===== config.mk =====
export PLATFORM = sky130hd
export DESIGN_NAME = icache_direct
export DESIGN_NICKNAME = d
export VERILOG_FILES = /design/src/rtl/icache_direct_pkg.sv /design/src/rtl/icache_frame_array.sv /design/src/rtl/icache_direct.sv
export SDC_FILE = /design/constraint.sdc
export NUM_CORES = 1
export LEC_CHECK = 0
export ABC_AREA = 1
export CAP_MARGIN = 30
export CORE_MARGIN = 8
export CORE_UTILIZATION = 60
export CTS_CLUSTER_SIZE = 30
export DETAILED_ROUTE_END_ITERATION = 10
export PLACE_DENSITY_LB_ADDON = 0.12
export SYNTH_ARGS = -nofsm -noshare
export SYNTH_HDL_FRONTEND = slang
export SYNTH_SLANG_ARGS = --single-unit
export TNS_END_PERCENT = 1

===== constraint.sdc =====
create_clock -name CLK -period 7.5 [get_ports CLK]
set_clock_uncertainty 0.1 [all_clocks]
set_input_delay 1.5 -clock CLK [delete_from_list [all_inputs] [get_ports CLK]]
set_output_delay 1.5 -clock CLK [all_outputs]
set_load 0.03 [all_outputs]

===== src/rtl/icache_direct_pkg.sv =====
// Shared types for the direct-mapped instruction cache: word/frame layout,
// controller states and the tag-extraction helper.
package icache_direct_pkg;

  localparam int unsigned WORD_W       = 32;
  localparam int unsigned ICACHE_NSETS = 16;

  typedef logic [WORD_W-1:0] word_t;
  typedef logic [WORD_W-3:0] waddr_t;

  // Tag is kept zero-extended to a full word address so the frame layout
  // does not change with NSETS.
  typedef struct packed {
    logic   valid;
    waddr_t tag;
    word_t  data;
  } icache_frame_t;

  typedef enum logic {
    IDLE  = 1'b0,
    FETCH = 1'b1
  } icache_state_t;

  function automatic waddr_t tag_of(input waddr_t word_addr, input int unsigned idxw);
    return word_addr >> idxw;
  endfunction

endpackage


===== src/rtl/icache_frame_array.sv =====
// Frame storage for the instruction cache: one synchronous write port, one
// combinational read port, bulk valid clear. Only valid bits are reset.
module icache_frame_array
  import icache_direct_pkg::*;
#(
  parameter  int unsigned NSETS = ICACHE_NSETS,
  localparam int unsigned IDXW  = $clog2(NSETS)
) (
  input  logic                clk,
  input  logic                nrst,
  input  logic                clear,
  input  logic                we,
  input  logic [IDXW-1:0]     widx,
  input  icache_frame_t       wdata,
  input  logic [IDXW-1:0]     ridx,
  output icache_frame_t       rdata
);

  logic [NSETS-1:0] valid_d, valid_q;
  waddr_t           tag_d  [NSETS];
  waddr_t           tag_q  [NSETS];
  word_t            data_d [NSETS];
  word_t            data_q [NSETS];

  // Next-state for every frame: clear first, then the fill may re-mark its frame.
  always_comb begin
    valid_d = valid_q;
    tag_d   = tag_q;
    data_d  = data_q;
    if (clear) begin
      valid_d = {NSETS{1'b0}};
    end else begin
      valid_d = valid_q;
    end
    if (we) begin
      valid_d[widx] = wdata.valid;
      tag_d[widx]   = wdata.tag;
      data_d[widx]  = wdata.data;
    end else begin
      valid_d = valid_d;
    end
  end

  // Valid bits with synchronous active-low reset.
  always_ff @(posedge clk) begin
    if (!nrst) begin
      valid_q <= {NSETS{1'b0}};
    end else begin
      valid_q <= valid_d;
    end
  end

  // Tag/data payload, never reset.
  always_ff @(posedge clk) begin
    tag_q  <= tag_d;
    data_q <= data_d;
  end

  assign rdata = {valid_q[ridx], tag_q[ridx], data_q[ridx]};

endmodule


===== src/rtl/icache_direct.sv =====
// Direct-mapped read-only instruction cache: combinational hit path, and an
// IDLE/FETCH controller that fills one word from memory on a miss.
module icache_direct
  import icache_direct_pkg::*;
#(
  parameter  int unsigned NSETS = ICACHE_NSETS,
  localparam int unsigned IDXW  = $clog2(NSETS)
) (
  input  logic              CLK,
  input  logic              nRST,
  input  logic              imemREN,
  input  logic [WORD_W-1:0] imemaddr,
  output logic              ihit,
  output logic [WORD_W-1:0] imemload,
  output logic              iREN,
  output logic [WORD_W-1:0] iaddr,
  input  logic              iwait,
  input  logic [WORD_W-1:0] iload,
  input  logic              flush
);

  icache_state_t state_d, state_q;
  waddr_t        miss_word_d, miss_word_q;
  logic          flush_seen_d, flush_seen_q;

  icache_frame_t rd_frame_s;
  icache_frame_t wr_frame_s;
  logic          fill_we_s;
  logic          hit_s;
  logic          unused_byte_off;

  assign unused_byte_off = ^imemaddr[1:0];

  icache_frame_array #(.NSETS(NSETS)) u_frames (
    .clk   (CLK),
    .nrst  (nRST),
    .clear (flush),
    .we    (fill_we_s),
    .widx  (miss_word_q[IDXW-1:0]),
    .wdata (wr_frame_s),
    .ridx  (imemaddr[IDXW+1:2]),
    .rdata (rd_frame_s)
  );

  assign hit_s = (state_q == IDLE) && imemREN && !flush && rd_frame_s.valid &&
                 (rd_frame_s.tag == tag_of(imemaddr[WORD_W-1:2], IDXW));

  // A flush seen at any point during FETCH poisons the fill in flight.
  assign wr_frame_s = {!(flush || flush_seen_q), tag_of(miss_word_q, IDXW), iload};
  assign iaddr      = {miss_word_q, 2'b00};

  // Controller next-state and datapath-facing outputs.
  always_comb begin
    state_d      = state_q;
    miss_word_d  = miss_word_q;
    flush_seen_d = flush_seen_q;
    ihit         = 1'b0;
    imemload     = {WORD_W{1'b0}};
    iREN         = 1'b0;
    fill_we_s    = 1'b0;
    case (state_q)
      IDLE: begin
        ihit = hit_s;
        if (hit_s) begin
          imemload = rd_frame_s.data;
        end else begin
          imemload = {WORD_W{1'b0}};
        end
        if (imemREN && !hit_s && !flush) begin
          miss_word_d = imemaddr[WORD_W-1:2];
          state_d     = FETCH;
        end else begin
          state_d = IDLE;
        end
      end
      FETCH: begin
        iREN = 1'b1;
        if (!iwait) begin
          fill_we_s    = 1'b1;
          flush_seen_d = 1'b0;
          state_d      = IDLE;
        end else if (flush) begin
          flush_seen_d = 1'b1;
        end else begin
          state_d = FETCH;
        end
      end
      default: begin
        state_d = IDLE;
      end
    endcase
  end

  // Controller registers with synchronous active-low reset.
  always_ff @(posedge CLK) begin
    if (!nRST) begin
      state_q      <= IDLE;
      miss_word_q  <= {(WORD_W-2){1'b0}};
      flush_seen_q <= 1'b0;
    end else begin
      state_q      <= state_d;
      miss_word_q  <= miss_word_d;
      flush_seen_q <= flush_seen_d;
    end
  end

endmodule


==> impl_metrics.ini, run 1 <==
[critical_path]
path_class = input port to output port
arrival_ps = 5210
end_kind = output port
startpoint_type = input port
cp_data_required_time_ps = 5900
worstPathMaxFanout = 151

[power_and_ir_drop]
powerDensity_mw_per_mm2 = 255
peakVddDrop_mv = 0.185
leakage_nw = 16.5

[clock_tree]
cts_buffer_depth = 3
cts_resized = 0
cts_sinks = 976
cts_max_level = 3
root_buffer = clkbuf_16
hold_buffers = 0
postCtsSetupRepairBufs = 0
path_clk_slew_ps = 60
clock_latency_ps = 650
cts_tree = done
cts_buffers = 96

[synth]
synth_cell_types = 29
syn_inst = 3420
ys_seq_elements = 976
ys_warn_count = 0
netlist_area_mm2 = 0.0398
yosysTopAreaCell = edfxtp_1
yosysSeqAreaShare = 0.724
synth_top_area_frac = 0.700
synth.area.top_cells = edfxtp_1 (70%), nand2_1 (8.9%), nand3_1 (3.8%), a21oi_1 (3.4%), a221oi_1 (2.8%)
postSynthAreaPerCell_um2 = 11.6

[sta]
post-route-period-util = 0.908
finalHoldWorstSlack_ps = 386
finalCriticalPeriod_ps = 6810
worst_pin_slew_ps = 1030
slew_headroom = 0.313
setup_viol = 0
tns_ps = 0
drv_slew = 0
final_hold_viol_count = 0
rsz0062_at_grt = no
max_freq_ghz = 0.147

[global_route]
grt_overflow = 0
antenna_found_initial = 3
grt_pass1_wl_um = 154000
gr-usage-all-layers = 0.270
grt_max_degree = 152
grt_pass1_vias = 26568

[floorplan]
chipHeight_um = 274
rows = 94
initial_core_util = 0.605
die_area_mm2 = 0.0748
ios = 135
core_region_area_mm2 = 0.0657
die_w_um = 274

[route]
viasPerCell = 6.10
ant_nets = 0
vias = 27062
drt_first_pass_iters = 6
wirelength_um = 103000
drt_iter0_drc = 3280
wl_per_cell_um = 23.3
route.detailed.drc = 0

[finish]
final_cell_area_mm2 = 0.0454
final_cells = 4440
final_cell_mix = nand2_1 (945), edfxtp_1 (928), nand3_1 (306)
areaGrowthSynthToFinish_pct = 14.0
drive_gt1_frac = 0.0730
layout_commonest_cell = nand2_1
nNetsFinal = 3566
utilization = 0.690

[worst_hold_path]
hp-class = register to register

[place]
port_buffers = 130
place_congestion = 0.874
dpl_cell_area_mm2 = 0.0422
dp_hpwl_um = 53500
dpl.cell_count = 4263

[run]
drv_cap = 0

[run_status]
status = completed
## stage by stage
| stage | worst slack, ps | total power, mW |
|---|---|---|
| floorplan | 908 | 6.57 |
| global placement | 845 | 6.81 |
| detailed placement | 825 | 6.84 |
| CTS | 822 | 11.6 |
| global route | 545 | 11.9 |
| finish | 694 | 11.6 |
## worst paths after layout
| kind | startpoint | to | slack, ps | cells past startpoint |
|---|---|---|---|---|
| worst max-delay path | imemaddr[2] | imemload[30] | 690 | 18 |
| worst min-delay path | u_frames.valid_q[1] | u_frames.valid_q[1] | 390 | 2 |
| worst max register to register | state_q | u_frames.data_q[193] | 4270 | 5 |
| worst min register to register | u_frames.valid_q[1] | u_frames.valid_q[1] | 390 | 2 |
## power by group
part | leakage [nW] | internal, mW | switching [mW]
combinational | 6.34 | 0.207 | 0.475
clock | 1.55 | 2.89 | 1.96
sequential | 8.65 | 6.00 | 0.0495
## cells in the mapped netlist
library cell,n
a211oi_1,2
a21oi_1,269
a21oi_2,2
a221oi_1,129
a31oi_1,7
a32oi_1,2
buf_1,32
buf_2,62
buf_4,12
clkbuf_1,109
clkinv_1,1
conb_1,1
dfxtp_1,48
edfxtp_1,928
inv_1,212
inv_2,3
nand2_1,945
nand3_1,306
nand3b_1,2
nor2_1,209
nor2_2,1
nor3_1,4
nor4_1,1
o211ai_1,21
o21ai_0,86
o21ai_1,12
o31ai_1,8
or2_0,2
or2_2,4
## state kept, by name, summed over array words and instances, names as in the netlist
signal,cells
u_frames.data_q,512
u_frames.tag_q,416
miss_word_q,30
u_frames.valid_q,16
flush_seen_q,1
state_q,1
## cell type report
cell class / instances / area (µm²)
Antenna cell: 2 / 5.00
Multi-Input combinational cell: 2014 / 9250
Clock inverter: 43 / 519
Tap cell: 864 / 1080
Timing Repair Buffer: 193 / 2180
Clock buffer: 132 / 2670
Inverter: 216 / 846
Sequential cell: 976 / 28800
Fill cell: 4479 / 20400
## cell families (layout without fill, tap and decap cells)
family / Yosys count / in the layout / share of synthesized area
AO/OA/AOI/OAI: 538 / 538 / 0.0824
other: 1 / 4 / 0.0000942
flip-flops: 976 / 976 / 0.724
buffers and inverters: 431 / 584 / 0.0437
AND/OR/NAND/NOR: 1474 / 1474 / 0.149
## worst max-delay path, stage by stage
cell     delay [ps]
buf_8           410
buf_12          450
nand2_1         130
nand2_1         110
nand2_1          60
nand3_1         100
nand3_1         110
nand3_1         170
nand2_1          70
nor2_1          140
nand2_1          70
nor2_1          120
nand2_1          90
nor2_2          270
inv_2           370
buf_4           330
a21oi_2         250
buf_12          160
## layer usage
metal	global-route usage	routed length (µm)	vias up
met5	0	13	-
met4	0.107	3670	2
met3	0.0451	8470	234
met2	0.447	50800	1361
met1	0.355	40500	13238
li1	-	-	12227
Power figures use the tool's default switching activity.
==> run 2: changes to the inputs <==
- CTS_CLUSTER_SIZE: 30 -> default
==> results of run 2 <==
Same layout as run 1: the final DEF is identical, and so are final timing and power.
